<file path="src/rtl/kbd_codes.sv">
// Shared scancode constants, FSM encoding and tracked-key table for the
// PS/2 set-2 hotkey detector.
package kbd_codes;

  localparam logic [7:0] PREFIX_EXT   = 8'hE0;
  localparam logic [7:0] PREFIX_BRK   = 8'hF0;
  localparam logic [7:0] PREFIX_PAUSE = 8'hE1;

  localparam logic [7:0] KC_CTRL = 8'h14;
  localparam logic [7:0] KC_ALT  = 8'h11;
  localparam logic [7:0] KC_SCRL = 8'h7E;
  localparam logic [7:0] KC_DEL  = 8'h71;
  localparam logic [7:0] KC_BKSP = 8'h66;
  localparam logic [7:0] KC_F5   = 8'h03;

  localparam logic [7:0] KB_BAT_OK   = 8'hAA;
  localparam logic [7:0] KB_ACK      = 8'hFA;
  localparam logic [7:0] KB_RESEND   = 8'hFE;
  localparam logic [7:0] KB_OVERRUN0 = 8'h00;
  localparam logic [7:0] KB_OVERRUN1 = 8'hFF;

  localparam logic [2:0] ST_IDLE = 3'd0;
  localparam logic [2:0] ST_EXT  = 3'd1;
  localparam logic [2:0] ST_BRK  = 3'd2;
  localparam logic [2:0] ST_EBRK = 3'd3;
  localparam logic [2:0] ST_SKIP = 3'd4;

  // Tracked keys, identified as {ext, code}.
  localparam int K_LCTRL = 0;
  localparam int K_RCTRL = 1;
  localparam int K_LALT  = 2;
  localparam int K_RALT  = 3;
  localparam int K_SCRL  = 4;
  localparam int K_DEL   = 5;
  localparam int K_BKSP  = 6;
  localparam int K_F5    = 7;
  localparam int N_KEYS  = 8;

  localparam logic [8:0] KEY_ID [N_KEYS] = '{
    {1'b0, KC_CTRL}, {1'b1, KC_CTRL}, {1'b0, KC_ALT}, {1'b1, KC_ALT},
    {1'b0, KC_SCRL}, {1'b1, KC_DEL},  {1'b0, KC_BKSP}, {1'b0, KC_F5}
  };

endpackage

</file>
<file path="src/rtl/pulse_stretcher.sv">
// Stretches a one-cycle trigger into a PULSE_LEN-cycle registered high level;
// a retrigger while active reloads the count.
module pulse_stretcher #(
  parameter int PULSE_LEN = 16,
  parameter int PULSE_W   = 5
) (
  input  logic clk,
  input  logic rst,
  input  logic trig,
  output logic q
);

  logic [PULSE_W-1:0] cnt;

  // q is kept equal to (cnt != 0) but comes straight from a flop.
  always_ff @(posedge clk) begin
    if (rst) begin
      cnt <= '0;
      q   <= 1'b0;
    end else if (trig) begin
      cnt <= PULSE_W'(PULSE_LEN);
      q   <= 1'b1;
    end else begin
      if (cnt != '0) cnt <= cnt - 1'b1;
      q <= (cnt > PULSE_W'(1));
    end
  end

endmodule

</file>
<file path="src/rtl/kbd_hotkey_detector.sv">
// Decodes PS/2 set-2 scancode bytes into make/break events, tracks modifiers
// and hotkey down state, and fires stretched hotkey pulses on first make.
module kbd_hotkey_detector
  import kbd_codes::*;
#(
  parameter int PULSE_LEN  = 16,
  parameter int PULSE_W    = 5,
  parameter int PAUSE_SKIP = 7
) (
  input  logic       clk,
  input  logic       rst,
  input  logic [7:0] scancode,
  input  logic       scancode_valid,
  output logic       kbd_change_video_output,
  output logic       soft_reset,
  output logic       master_reset,
  output logic       nmi_req,
  output logic       ctrl_held,
  output logic       alt_held
);

  localparam int SKIP_W = $clog2(PAUSE_SKIP + 1);

  logic [2:0]        state, state_nx;
  logic [SKIP_W-1:0] skip_cnt, skip_nx;
  logic              make_ev, brk_ev, ev_ext, overrun;
  logic [N_KEYS-1:0] key_down;
  logic [8:0]        key_id;

  // NOTE: every signal assigned here gets a default first, so no path
  // through the case statements can infer a latch.
  always_comb begin
    state_nx = state;
    skip_nx  = skip_cnt;
    make_ev  = 1'b0;
    brk_ev   = 1'b0;
    ev_ext   = 1'b0;
    overrun  = 1'b0;
    if (scancode_valid) begin
      case (state)
        ST_IDLE: begin
          case (scancode)
            PREFIX_EXT:   state_nx = ST_EXT;
            PREFIX_BRK:   state_nx = ST_BRK;
            PREFIX_PAUSE: begin
              state_nx = ST_SKIP;
              skip_nx  = SKIP_W'(PAUSE_SKIP);
            end
            KB_OVERRUN0, KB_OVERRUN1:      overrun = 1'b1;
            KB_BAT_OK, KB_ACK, KB_RESEND:  ;
            default:                       make_ev = 1'b1;
          endcase
        end
        ST_EXT: begin
          case (scancode)
            PREFIX_BRK:   state_nx = ST_EBRK;
            PREFIX_EXT:   state_nx = ST_EXT;
            PREFIX_PAUSE: begin
              state_nx = ST_SKIP;
              skip_nx  = SKIP_W'(PAUSE_SKIP);
            end
            default: begin
              make_ev  = 1'b1;
              ev_ext   = 1'b1;
              state_nx = ST_IDLE;
            end
          endcase
        end
        ST_BRK: begin
          brk_ev   = 1'b1;
          state_nx = ST_IDLE;
        end
        ST_EBRK: begin
          brk_ev   = 1'b1;
          ev_ext   = 1'b1;
          state_nx = ST_IDLE;
        end
        ST_SKIP: begin
          if (skip_cnt <= SKIP_W'(1)) state_nx = ST_IDLE;
          else                        skip_nx  = skip_cnt - 1'b1;
        end
        default: state_nx = ST_IDLE;
      endcase
    end
  end

  assign key_id = {ev_ext, scancode};

  // NOTE: sequential state uses non-blocking assignments only, so every
  // flop samples pre-edge values regardless of block ordering.
  always_ff @(posedge clk) begin
    if (rst) begin
      state    <= ST_IDLE;
      skip_cnt <= '0;
      key_down <= '0;
    end else begin
      state    <= state_nx;
      skip_cnt <= skip_nx;
      if (overrun) begin
        key_down <= '0;
      end else begin
        for (int i = 0; i < N_KEYS; i++) begin
          if (make_ev && key_id == KEY_ID[i])     key_down[i] <= 1'b1;
          else if (brk_ev && key_id == KEY_ID[i]) key_down[i] <= 1'b0;
        end
      end
    end
  end

  assign ctrl_held = key_down[K_LCTRL] | key_down[K_RCTRL];
  assign alt_held  = key_down[K_LALT]  | key_down[K_RALT];

  // A make of a key already down is auto-repeat and never retriggers.
  logic first_scrl, first_del, first_bksp, first_f5;
  assign first_scrl = make_ev && key_id == KEY_ID[K_SCRL] && !key_down[K_SCRL];
  assign first_del  = make_ev && key_id == KEY_ID[K_DEL]  && !key_down[K_DEL];
  assign first_bksp = make_ev && key_id == KEY_ID[K_BKSP] && !key_down[K_BKSP];
  assign first_f5   = make_ev && key_id == KEY_ID[K_F5]   && !key_down[K_F5];

  logic trig_video, trig_soft, trig_master, trig_nmi;
  assign trig_video  = first_scrl;
  assign trig_soft   = first_del  &&  ctrl_held &&  alt_held;
  assign trig_master = first_bksp &&  ctrl_held &&  alt_held;
  assign trig_nmi    = first_f5   && !ctrl_held && !alt_held;

  pulse_stretcher #(.PULSE_LEN(PULSE_LEN), .PULSE_W(PULSE_W)) u_video (
    .clk(clk), .rst(rst), .trig(trig_video), .q(kbd_change_video_output)
  );
  pulse_stretcher #(.PULSE_LEN(PULSE_LEN), .PULSE_W(PULSE_W)) u_soft (
    .clk(clk), .rst(rst), .trig(trig_soft), .q(soft_reset)
  );
  pulse_stretcher #(.PULSE_LEN(PULSE_LEN), .PULSE_W(PULSE_W)) u_master (
    .clk(clk), .rst(rst), .trig(trig_master), .q(master_reset)
  );
  pulse_stretcher #(.PULSE_LEN(PULSE_LEN), .PULSE_W(PULSE_W)) u_nmi (
    .clk(clk), .rst(rst), .trig(trig_nmi), .q(nmi_req)
  );

endmodule

</file>
<file path="config.mk">
export PLATFORM = sky130hd
export DESIGN_NAME = kbd_hotkey_detector
export DESIGN_NICKNAME = d
export VERILOG_FILES = /design/src/rtl/kbd_codes.sv /design/src/rtl/pulse_stretcher.sv /design/src/rtl/kbd_hotkey_detector.sv
export SDC_FILE = /design/constraint.sdc
export NUM_CORES = 1
export LEC_CHECK = 0
export BUFFER_PORTS_ARGS = -buffer_cell sky130_fd_sc_hd__buf_2
export CORE_MARGIN = 2
export CORE_UTILIZATION = 59
export DETAILED_ROUTE_END_ITERATION = 16
export PLACE_DENSITY = 0.75
export REMOVE_ABC_BUFFERS = 1
export SKIP_CTS_REPAIR_TIMING = 1
export SYNTH_ARGS = -nofsm -noshare
export SYNTH_HDL_FRONTEND = slang
export SYNTH_HIERARCHICAL = 1
export SYNTH_SLANG_ARGS = --single-unit
</file>
<file path="constraint.sdc">
create_clock -name clk -period 3.2 [get_ports clk]
set_input_delay 0.64 -clock clk [delete_from_list [all_inputs] [get_ports clk]]
set_output_delay 0.64 -clock clk [all_outputs]
set_load 0.005 [all_outputs]
</file>
Word-level counts from Yosys, hierarchy flattened

Cells that the tools add are included.

Memory bits (read-only): 0
Latch bits: 0
Memories kept: 0
Memory bits (writable): 0
Logic and storage cells: 166
Bits in registers: 38

Equality and inequality tests: 23
Order comparisons: 5
Muxes and demuxes: 46
Reduce and logical (&&, ||, !) cells: 63
Multipliers: 0
Bitwise logic cells: 2
$add $sub $neg: 5
Div/mod/pow operators: 0
Shift-type cells: 0

Operators by type and width:

| kind                                                | number |
|---|---|
| equality test 8 bit, second input constant          | 7 |
| two-way mux 5 bit                                   | 8 |
| two-way mux 1 bit                                   | 29 |
| equality test 9 bit, second input constant          | 3 |
| one-hot mux 3 bit (3 select lines)                  | 3 |
| logical AND 1 bit                                   | 26 |
| nonzero test 2 bit                                  | 13 |
| > comparator 5 x 1 -> 1 bit, second input constant  | 4 |
| nonzero test 5 bit                                  | 4 |
| subtractor 5 x 1 -> 5 bit, second input constant    | 4 |
| equality test 9 x 5 -> 1 bit, second input constant | 2 |
| equality test 9 x 7 -> 1 bit, second input constant | 2 |
| OR reduction 2 bit                                  | 8 |
| equality test 9 x 2 -> 1 bit, second input constant | 1 |
| two-way mux 3 bit                                   | 3 |
| logical NOT 8 bit                                   | 1 |
| OR reduction 8 bit                                  | 1 |
| equality test 3 x 2 -> 1 bit, second input constant | 2 |
| logical NOT 1 bit                                   | 6 |
| one-hot mux 3 bit (2 select lines)                  | 1 |
| inequality test 2 bit, second input constant        | 2 |
| inequality test 4 bit, second input constant        | 1 |
| one-hot mux 1 bit (2 select lines)                  | 2 |
| AND reduction 4 bit                                 | 1 |
| other kinds (9)                                     | 10 |

Logic depth before layout (Yosys ltp)

Gate-level depths: netlist (run 1).

Depth in word-level cells: 11
Depth in mapped cells: 7

By module

Netlist (run 1), hierarchy kept.

By module, submodules not included:

| module              | area an instance (sq um) | cells an instance | sequential area each (sq um) | times used |
|---|---|---|---|---|
| pulse_stretcher     | 284.0                    | 28                | 120.1                        | 4 |
| kbd_hotkey_detector | 922.1                    | 112               | 280.3                        | 1 |

Worst setup path after synthesis (run 1)

No wires, ideal clock.

Path kind: input -> register
Start point: input port scancode[3]
End point: register u_soft.cnt[3]
Setup time: 0.116 ns
Data required time: 3.084 ns
Buffers on the path: 1
Setup slack: 0.743 ns
Data arrival time: 2.341 ns
Stages on the path: 7
Cell sequence: buf_4 -> nor3_1 -> nand3_1 -> or4_1 -> nor3_1 -> nor2_1 -> and3_2

Cells in the longest elaborated chain, start to end: 11
Elaborated cells on any way between the ends: 22
Those cells by class: 8 x eq/ne; 6 x mux; 8 x reduce/logical

RTL lines:

| what                               | line                                                 | RTL |
|---|---|---|
| start, declared                    | kbd_hotkey_detector.sv:12                            | `input logic [7:0] scancode,` |
| equality test 8 bit                | kbd_hotkey_detector.sv:42, kbd_hotkey_detector.sv:55 |  |
| OR reduction 3 bit (no line)       | n/a                                                  |  |
| two-way mux 1 bit                  | kbd_hotkey_detector.sv:55                            | `case (scancode)` |
| one-hot mux 1 bit (2 select lines) | kbd_hotkey_detector.sv:40                            | `case (state)` |
| two-way mux 1 bit                  | kbd_hotkey_detector.sv:39                            | `if (scancode_valid) begin` |
| equality test 9 bit                | kbd_hotkey_detector.sv:116                           | `assign first_del = make_ev && key_id == KEY_ID[K_DEL] && !key_down[K_DEL];` |
| logical AND 1 bit (*) (2 in a row) | kbd_hotkey_detector.sv:116                           |  |
| logical AND 1 bit (*) (2 in a row) | kbd_hotkey_detector.sv:122                           | `assign trig_soft = first_del && ctrl_held && alt_held;` |
| named net trig_soft                | kbd_hotkey_detector.sv:120                           | `logic trig_video, trig_soft, trig_master, trig_nmi;` |
| OR reduction 2 bit (no line) (*)   | n/a                                                  |  |
| end signal, assigned               | pulse_stretcher.sv:21                                | `cnt <= PULSE_W'(PULSE_LEN);` |
| end signal, assigned               | pulse_stretcher.sv:24                                | `if (cnt != '0) cnt <= cnt - 1'b1;` |
| end, declared                      | pulse_stretcher.sv:13                                | `logic [PULSE_W-1:0] cnt;` |

Mark *: on every way through the listed nets, which the timed path passes. The rest lies on a longest branch.
A chain may end at the register's enable or synchronous reset.

Worst setup path after layout (run 1)

Start point: register state[2]
End point: register u_master.cnt[3]

Cells in the longest elaborated chain, start to end: 9
Elaborated cells on any way between the ends: 13
Those cells by class: 3 x eq/ne; 4 x mux; 6 x reduce/logical

RTL lines:

| what                                                                         | line                       | RTL |
|---|---|---|
| start, declared                                                              | kbd_hotkey_detector.sv:24  | `logic [2:0] state, state_nx;` |
| start signal, assigned                                                       | kbd_hotkey_detector.sv:97  | `state <= state_nx;` |
| equality test 3 x 2 -> 1 bit or equality test 3 x 1 -> 1 bit (tied branches) | kbd_hotkey_detector.sv:40  |  |
| one-hot mux 1 bit (2 select lines)                                           | kbd_hotkey_detector.sv:40  |  |
| two-way mux 1 bit                                                            | kbd_hotkey_detector.sv:39  |  |
| equality test 9 x 7 -> 1 bit                                                 | kbd_hotkey_detector.sv:117 | `assign first_bksp = make_ev && key_id == KEY_ID[K_BKSP] && !key_down[K_BKSP];` |
| logical AND 1 bit (*) (2 in a row)                                           | kbd_hotkey_detector.sv:117 |  |
| logical AND 1 bit (*) (2 in a row)                                           | kbd_hotkey_detector.sv:123 | `assign trig_master = first_bksp && ctrl_held && alt_held;` |
| named net trig_master                                                        | kbd_hotkey_detector.sv:120 |  |
| OR reduction 2 bit (no line) (*)                                             | n/a                        |  |
| end signal, assigned                                                         | pulse_stretcher.sv:21      |  |
| end signal, assigned                                                         | pulse_stretcher.sv:24      |  |
| end, declared                                                                | pulse_stretcher.sv:13      |  |

Marked as above.

==> results of run 1 <==
==> through the flow <==
step	hold slack, ps	setup WS [ps]	utilization [%]	instance area [um^2]
floorplan	443	885	-	2030
CTS	475	976	67.1	2240
finish	476	966	67.1	2240
detailed placement	462	648	65.7	2190
global placement	453	667	65.7	2190
global route	489	795	67.1	2240
==> power by group <==
group | leakage [nW] | total [mW] | switching, mW | internal [mW]
Combinational | 0.515 | 0.638 | 0.277 | 0.361
Clock | 0.0308 | 0.223 | 0.144 | 0.0790
Sequential | 0.311 | 0.677 | 0.102 | 0.576
==> worst paths after layout <==
path	cells past startpoint	slack, ps	to	startpoint
worst min register to register	2	480	key_down[2]	key_down[2]
worst max-delay path	6	970	u_master/cnt[3]	state[2]
worst max register to register	6	970	u_master/cnt[3]	state[2]
worst min-delay path	2	480	key_down[2]	key_down[2]
==> registers in the layout, summed over array words and instances (netlist names) <==
signal	flops
u_nmi/q	1
u_video/q	1
u_video/cnt	5
skip_cnt	3
u_master/q	1
u_nmi/cnt	5
key_down	8
u_soft/cnt	5
u_soft/q	1
u_master/cnt	5
state	3
==> Yosys cell counts (2+ instances only) <==
| library cell | n |
|---|---|
| a2111oi_2 | 4 |
| a21oi_1 | 19 |
| a31o_2 | 2 |
| and3_2 | 4 |
| and4_1 | 3 |
| buf_4 | 2 |
| dfxtp_1 | 38 |
| ha_1 | 10 |
| inv_1 | 12 |
| mux2_2 | 4 |
| nand2_1 | 8 |
| nand3_1 | 4 |
| nand4_1 | 7 |
| nand4b_1 | 4 |
| nor2_1 | 18 |
| nor3_1 | 19 |
| nor4_1 | 7 |
| o21ai_0 | 7 |
| o21ai_1 | 2 |
| o21bai_1 | 4 |
| o31ai_1 | 4 |
| o41ai_1 | 2 |
| or2_2 | 2 |
| or3b_1 | 2 |
| or3b_2 | 4 |
| or4_1 | 2 |
| or4b_4 | 5 |
| xnor2_1 | 4 |
| xor2_1 | 4 |
==> routing by layer <==
metal	part of all wire [%]	routed length (um)	vias to the layer above
li1	-	-	885
met1	49	1860	815
met2	48	1820	24
met3	2.8	107	4
met4	1.0	40	0
met5	0	0	-
==> worst register-to-register path: cells and delay by family (launching register included) <==
| kind | cells | cell delay, ps |
|---|---|---|
| flip-flops | 1 | 410 |
| AND/OR/NAND/NOR | 6 | 1730 |
==> cell families (layout without fill, tap and decap cells) <==
family	Yosys count	count (layout)	share of synthesized area (%)
AND/OR/NAND/NOR	99	99	31.5
adder cells (fa/ha/maj)	10	10	6.08
AO/OA/AOI/OAI	48	48	16.4
flip-flops	38	38	37.0
buffers and inverters	17	38	3.52
multiplexers	4	4	2.19
XOR/XNOR	8	8	3.40
==> area by class of cell <==
type,instances,area (um^2)
Multi-Input combinational cell,169,1220
Fill cell,315,1100
Sequential cell,38,761
Timing Repair Buffer,19,103
Tap cell,46,57.6
Inverter,12,45.0
Clock buffer,5,37.5
Clock inverter,2,10.0
==> flow_metrics.tcl, run 1 <==
set metrics [dict create \
    status "completed" \
    yosys_warnings 6 \
    cap_viol_max_count 0 \
    cp.buffers_inverters 0 \
    antenna_found_initial 0 \
    initial_core_util_pct 61.7 \
    syn_avg_cell_area_um2 9.19 \
    post-dp-hpwl_um 2840 \
    holdCritPathClass "reg2reg" \
    synthTopCellsByArea "dfxtp_1 37%, ha_1 6.1%, a21oi_1 4.6%, nor3_1 4.6%, or4b_4 3.3%" \
    dieWidth_um 63.1 \
    antenna_cells 0 \
    path_cells "nor4b_4 > and3b_1 > or4b_4 > nor3_2 > nor2_1 > and3_2" \
    peakVddDrop_v 0.000354 \
    drtAntennaViolNets 0 \
    placedCellCount 284 \
    arrival_ps 2470 \
    max-slew-margin-rel_pct 57.2 \
    start_kind "flip-flop" \
    met2_usage_pct 34.7 \
    clock_path_buffers 2 \
    gr-max-usage-layer "met2" \
    syn2layout_area_growth_pct 8.75 \
    cts_sinks 38 \
    power_density_nw_per_um2 687 \
    gr-usage-met1_pct 28.1 \
    fin_skew_ps 6.22 \
    fmax_mhz 448 \
    first_pass_iters 4 \
    rows 21 \
    slowest_delay_ps 480 \
    final.setup.tns_ps 0 \
    place_congestion 0.791 \
    synth_ff_type "dfxtp_1" \
    drt_iter0_drc 100 \
    crit_slowest_cell "or4b_4" \
    synth_seq_area_share_pct 37.0 \
    mostFrequentLayoutCell "dfxtp_1" \
    final_cell_mix "38 x dfxtp_1, 19 x nor3_1, 19 x a21oi_1" \
    cts_tree "built" \
    drcViolationCount 0 \
    cts.reportedPaths.clkPinSlew_ps 100 \
    viasPerCell 5.94 \
    htree_levels 2 \
    synth_cells 224 \
    fin_nets 266 \
    worst_pin_slew_ps 641 \
    grt.total_usage_pct 21.4 \
    vias 1728 \
    min_period_ps 2230 \
    numPortBuffers 16 \
    period_share_pct 69.8 \
    drv_slew 0 \
    synth_edf_count 0 \
    clock_latency_ps 330 \
    die_height_um 63.1 \
    ys_types 46 \
    required_ps 3440 \
    numCtsBuffers 5 \
    core_area_um2 3340 \
    total_leakage_power_nw 0.857 \
    fin_cells 291 \
    wire_per_inst_um 13.2 \
    drt-total-wl_um 3840 \
    end_kind "flip-flop" \
    drive_above_1_share_pct 23.3 \
    total_power_mw 1.54 \
    synth_area_um2 2060 \
    io-pin-count 17 \
    cp_top_family "simple AND/OR/NAND/NOR gates" \
    setup_violations 0 \
    met3_usage_pct 5.36 \
    cts-root-buf "clkbuf_4" \
    grt_pass1_vias 1585 \
    path_max_fanout 8 \
    synthArstFlopShare_pct 0 \
    path_class "reg2reg" \
    synth_top_area_share_pct 37.0 \
    grt_max_degree 31 \
    rsz0062_at_grt "no" \
    synth-seq-cells 38 \
    dieArea_um2 3980 \
    hold_viol 0 \
    grt_overflow 0 \
    synth_top_area_cell "dfxtp_1" \
    grt_first_pass_wirelength_um 6890 \
]
Note: power is estimated with default switching activity, not from simulation.
==> run 2, diff against run 1 <==
clock period = 2.33 ns   (was 3.2 ns; I/O delays follow)
==> flow_metrics.tcl, run 2 (synthesized netlist as in run 1, its figures left out) <==
set metrics [dict create \
    fin_skew_ps 5.57 \
    cap_viol_max_count 0 \
    fin_nets 280 \
    path_max_fanout 5 \
    start_kind "flip-flop" \
    grt.total_usage_pct 22.7 \
    largest_register_ff_count 8 \
    max-slew-margin-rel_pct 60.3 \
    wire_per_inst_um 13.6 \
    fin_ws_ps 244 \
    required_ps 2570 \
    period_share_pct 89.5 \
    r2r_slack_ps 240 \
    cts.reportedPaths.clkPinSlew_ps 110 \
    drcViolationCount 0 \
    post-route-util_pct 71.2 \
    status "completed" \
    rr_worst_depth 6 \
    dieArea_um2 3980 \
    drt-total-wl_um 4160 \
    end_kind "flip-flop" \
    htree_levels 2 \
    clock_path_buffers 2 \
    viasPerCell 5.91 \
    cts_sinks 38 \
    post-dp-hpwl_um 3070 \
    rsz0062_at_grt "no" \
    path_class "reg2reg" \
    antenna_found_initial 0 \
    hold_viol 0 \
    first_pass_iters 4 \
    syn2layout_area_growth_pct 15.4 \
    total_leakage_power_nw 0.941 \
    grt_max_degree 31 \
    drive_above_1_share_pct 27.7 \
    fin_area_um2 2370 \
    peakVddDrop_v 0.000393 \
    drv_slew 0 \
    power_density_nw_per_um2 945 \
    clock_latency_ps 340 \
    grt_first_pass_wirelength_um 7380 \
    hold_ws_ps 475 \
    holdCritPathClass "reg2reg" \
    hp-start "key_down[1]" \
    place_congestion 0.901 \
    mostFrequentLayoutCell "dfxtp_1" \
    drt_iter0_drc 100 \
    final_cell_mix "38 x dfxtp_1, 19 x nor3_1, 19 x a21oi_1" \
    cts-root-buf "clkbuf_4" \
    min_period_ps 2090 \
    core_area_um2 3340 \
    r2r_start "state[2]" \
    numPortBuffers 16 \
    final.setup.tns_ps 0 \
    io-pin-count 17 \
    antenna_cells 0 \
    cts_tree "built" \
    crit_start "state[2]" \
    grt_pass1_vias 1727 \
    rows 21 \
    timing.rr.end "u_master/cnt[3]" \
    fmax_mhz 479 \
    dieWidth_um 63.1 \
    holdPathStages 2 \
    pre_cts_ws_ps 38.4 \
    numCtsBuffers 5 \
    setup_violations 0 \
    grt_overflow 0 \
    drtAntennaViolNets 0 \
    dpl_cell_area_um2 2300 \
    worst_pin_slew_ps 595 \
    largest-register "key_down" \
    initial_core_util_pct 61.7 \
    crit_end "u_master/cnt[3]" \
    arrival_ps 2320 \
    die_height_um 63.1 \
    vias 1807 \
]
run 2: cell count changes in the layout (fill, tap and decap cells not counted):
cell,previous run,this run
buf_4,3,17
clkbuf_8,0,3
clkinv_2,2,0
run 2: worst max-delay path, stage by stage (launching register included):
cell and delay [ps]:
dfxtp_1 360, nor4b_4 390, and3b_1 220, or4b_4 480, nor3_2 270, nor2_1 80
and3_2 190
run 2: area by class of cell:
| class | instances | area (um^2) |
|---|---|---|
| inverters | 12 | 45.0 |
| repair buffers | 33 | 208 |
| multi-input cells | 169 | 1220 |
| flip-flops and latches | 38 | 761 |
| fillers | 298 | 962 |
| clock buffers | 8 | 78.8 |
| well taps | 46 | 57.6 |
run 2: worst min-delay path by stage:
| stage | endpoint | slack [ps] |
|---|---|---|
| after CTS | key_down[0] | 480 |
| after global routing | key_down[0] | 500 |
| after floorplan | key_down[5] | 440 |
| final | key_down[1] | 480 |
| after global placement | key_down[0] | 450 |
| after detailed placement | key_down[0] | 460 |
run 2: layer usage:
layer / vias up / GRT usage [%] / wire length (um)
met4: 0 / 5.83 / 50
met2: 28 / 38.2 / 2000
met3: 6 / 4.46 / 141
met1: 857 / 30.0 / 1970
li1: 916 / - / -
met5: - / 0 / 0
run 2: metrics by stage:
stage | std cells | power [mW]
after floorplan | 219 | 1.63
after global placement | 298 | 1.81
after detailed placement | 298 | 1.84
after CTS | 306 | 2.25
after global routing | 306 | 2.41
final | 306 | 2.24
run 2: report_power, final:
part / internal [mW] / total, mW / leakage (nW) / switching, mW
Sequential: 0.791 / 0.925 / 0.311 / 0.134
Combinational: 0.507 / 0.904 / 0.586 / 0.397
Clock: 0.206 / 0.415 / 0.0446 / 0.208
Total: 1.50 / 2.24 / 0.941 / 0.739
==> run 3, diff against run 2 <==
CELL_PAD_IN_SITES_DETAIL_PLACEMENT = 2   (was unset)
CELL_PAD_IN_SITES_GLOBAL_PLACEMENT = 2   (was unset)
CORE_UTILIZATION = 37   (was 59)
GPL_TIMING_DRIVEN = 0   (was unset)
PLACE_DENSITY = 0.74   (was 0.75)
==> flow_metrics.tcl, run 3 (synthesized netlist as in run 1, its figures left out) <==
set metrics [dict create \
    wire_per_inst_um 16.9 \
    initial_core_util_pct 37.8 \
    grt_pass1_vias 1836 \
    crit_start "state[2]" \
    pwr-share-seq_pct 39.9 \
    rows 27 \
    grt.total_usage_pct 18.5 \
    drt-total-wl_um 5390 \
    r2r_start "state[2]" \
    netSwitchingFraction_pct 34.9 \
    path_class "reg2reg" \
    vias 1809 \
    placedCellCount 307 \
    min_period_ps 2220 \
    final_cell_mix "37 x dfxtp_1, 19 x a21oi_1, 18 x nor3_1" \
    seq_area_um2 762 \
    mostFrequentLayoutCell "dfxtp_1" \
    cts_sinks 38 \
    die_height_um 78.6 \
    drv_slew 0 \
    cts_tree "built" \
    setup_violations 0 \
    grt_overflow 0 \
    cts.reportedPaths.clkPinSlew_ps 80 \
    start_kind "flip-flop" \
    dieWidth_um 78.6 \
    total_leakage_power_nw 0.884 \
    post-dp-hpwl_um 3700 \
    syn2layout_area_growth_pct 15.1 \
    fin_cells 319 \
    dpl_cell_area_um2 2200 \
    clock_latency_ps 300 \
    grt_first_pass_wirelength_um 8930 \
    io-pin-count 17 \
    power_density_nw_per_um2 993 \
    p_clk_share_pct 21.1 \
    drcViolationCount 0 \
    numPortBuffers 16 \
    fin_skew_ps 8.93 \
    dieArea_um2 6180 \
    largest-register "key_down" \
    timing.rr.end "u_master/cnt[3]" \
    total_power_mw 2.35 \
    core_area_um2 5440 \
    antenna_cells 0 \
    fin_area_um2 2370 \
    first_pass_iters 4 \
    numCtsBuffers 5 \
    cts-root-buf "clkbuf_8" \
    peakVddDrop_v 0.000474 \
    multi_input_area_um2 1270 \
    status "completed" \
    viasPerCell 5.67 \
    required_ps 2530 \
    clock_path_buffers 2 \
    p_sw_mw 0.821 \
    hold_viol 0 \
    path_max_fanout 8 \
    drive_above_1_share_pct 25.5 \
    power_frac_comb_pct 39.0 \
    holdCritPathClass "reg2reg" \
    drt_iter0_drc 46 \
    p_int_mw 1.53 \
    worst_pin_slew_ps 807 \
    crit_end "u_master/cnt[3]" \
    rr_worst_depth 6 \
    largest_register_ff_count 8 \
    period_share_pct 95.1 \
    fin_nets 267 \
    cap_viol_max_count 0 \
    drtAntennaViolNets 0 \
    hold_ws_ps 482 \
    arrival_ps 2410 \
    antenna_found_initial 0 \
    r2r_slack_ps 110 \
    fmax_mhz 451 \
    fillCellCount 625 \
    htree_levels 2 \
    place_congestion 0.730 \
    end_kind "flip-flop" \
    max-slew-margin-rel_pct 45.8 \
    grt_max_degree 31 \
    final.setup.tns_ps 0 \
]
run 3: cell type report:
| type | count | area share, % |
|---|---|---|
| clock buffers | 6 | 3.49 |
| clock inverters | 2 | 0.528 |
| inverters | 12 | 1.90 |
| multi-input cells | 169 | 53.5 |
| flip-flops and latches | 38 | 32.2 |
| well taps | 72 | 3.80 |
| repair buffers | 20 | 4.65 |
run 3: layer usage:
| metal | up-vias | track usage, % | part of all wire [%] |
|---|---|---|---|
| met2 | 18 | 31.1 | 47 |
| met3 | 7 | 3.79 | 2.3 |
| met4 | 0 | 4.74 | 1.1 |
| met1 | 892 | 24.0 | 49 |
| met5 | - | 0 | 0 |
| li1 | 892 | - | - |
run 3: critical path: stages (launching register included):
cell	delay, ps
dfxtp_1	420
nor4b_4	390
and3b_1	230
or4b_4	500
nor3_4	310
nor2_1	80
and3_2	190
run 3: per-stage QoR:
step / util, % / worst slack [ps]
after floorplan: - / 189
after CTS: 42.2 / -223
final: 43.5 / 113
after global placement: 40.5 / -384
after global routing: 43.5 / -27.4
after detailed placement: 40.5 / -484
run 3: worst min-delay path by stage:
stage	slack, ps	startpoint	to	cells after the start
final	480	key_down[0]	key_down[0]	2
after global routing	500	key_down[2]	key_down[2]	2
after CTS	480	key_down[0]	key_down[0]	2
after detailed placement	470	key_down[5]	key_down[5]	2
after global placement	460	key_down[3]	key_down[3]	2
after floorplan	440	key_down[5]	key_down[5]	2
run 3: power groups by stage:
stage	Sequential, mW	Combinational (mW)	Clock (mW)
after floorplan	0.921	0.713	0
after global placement	0.943	0.873	0
after detailed placement	0.956	0.908	0
after CTS	0.941	0.919	0.509
after global routing	0.963	1.05	0.539
final	0.938	0.916	0.497
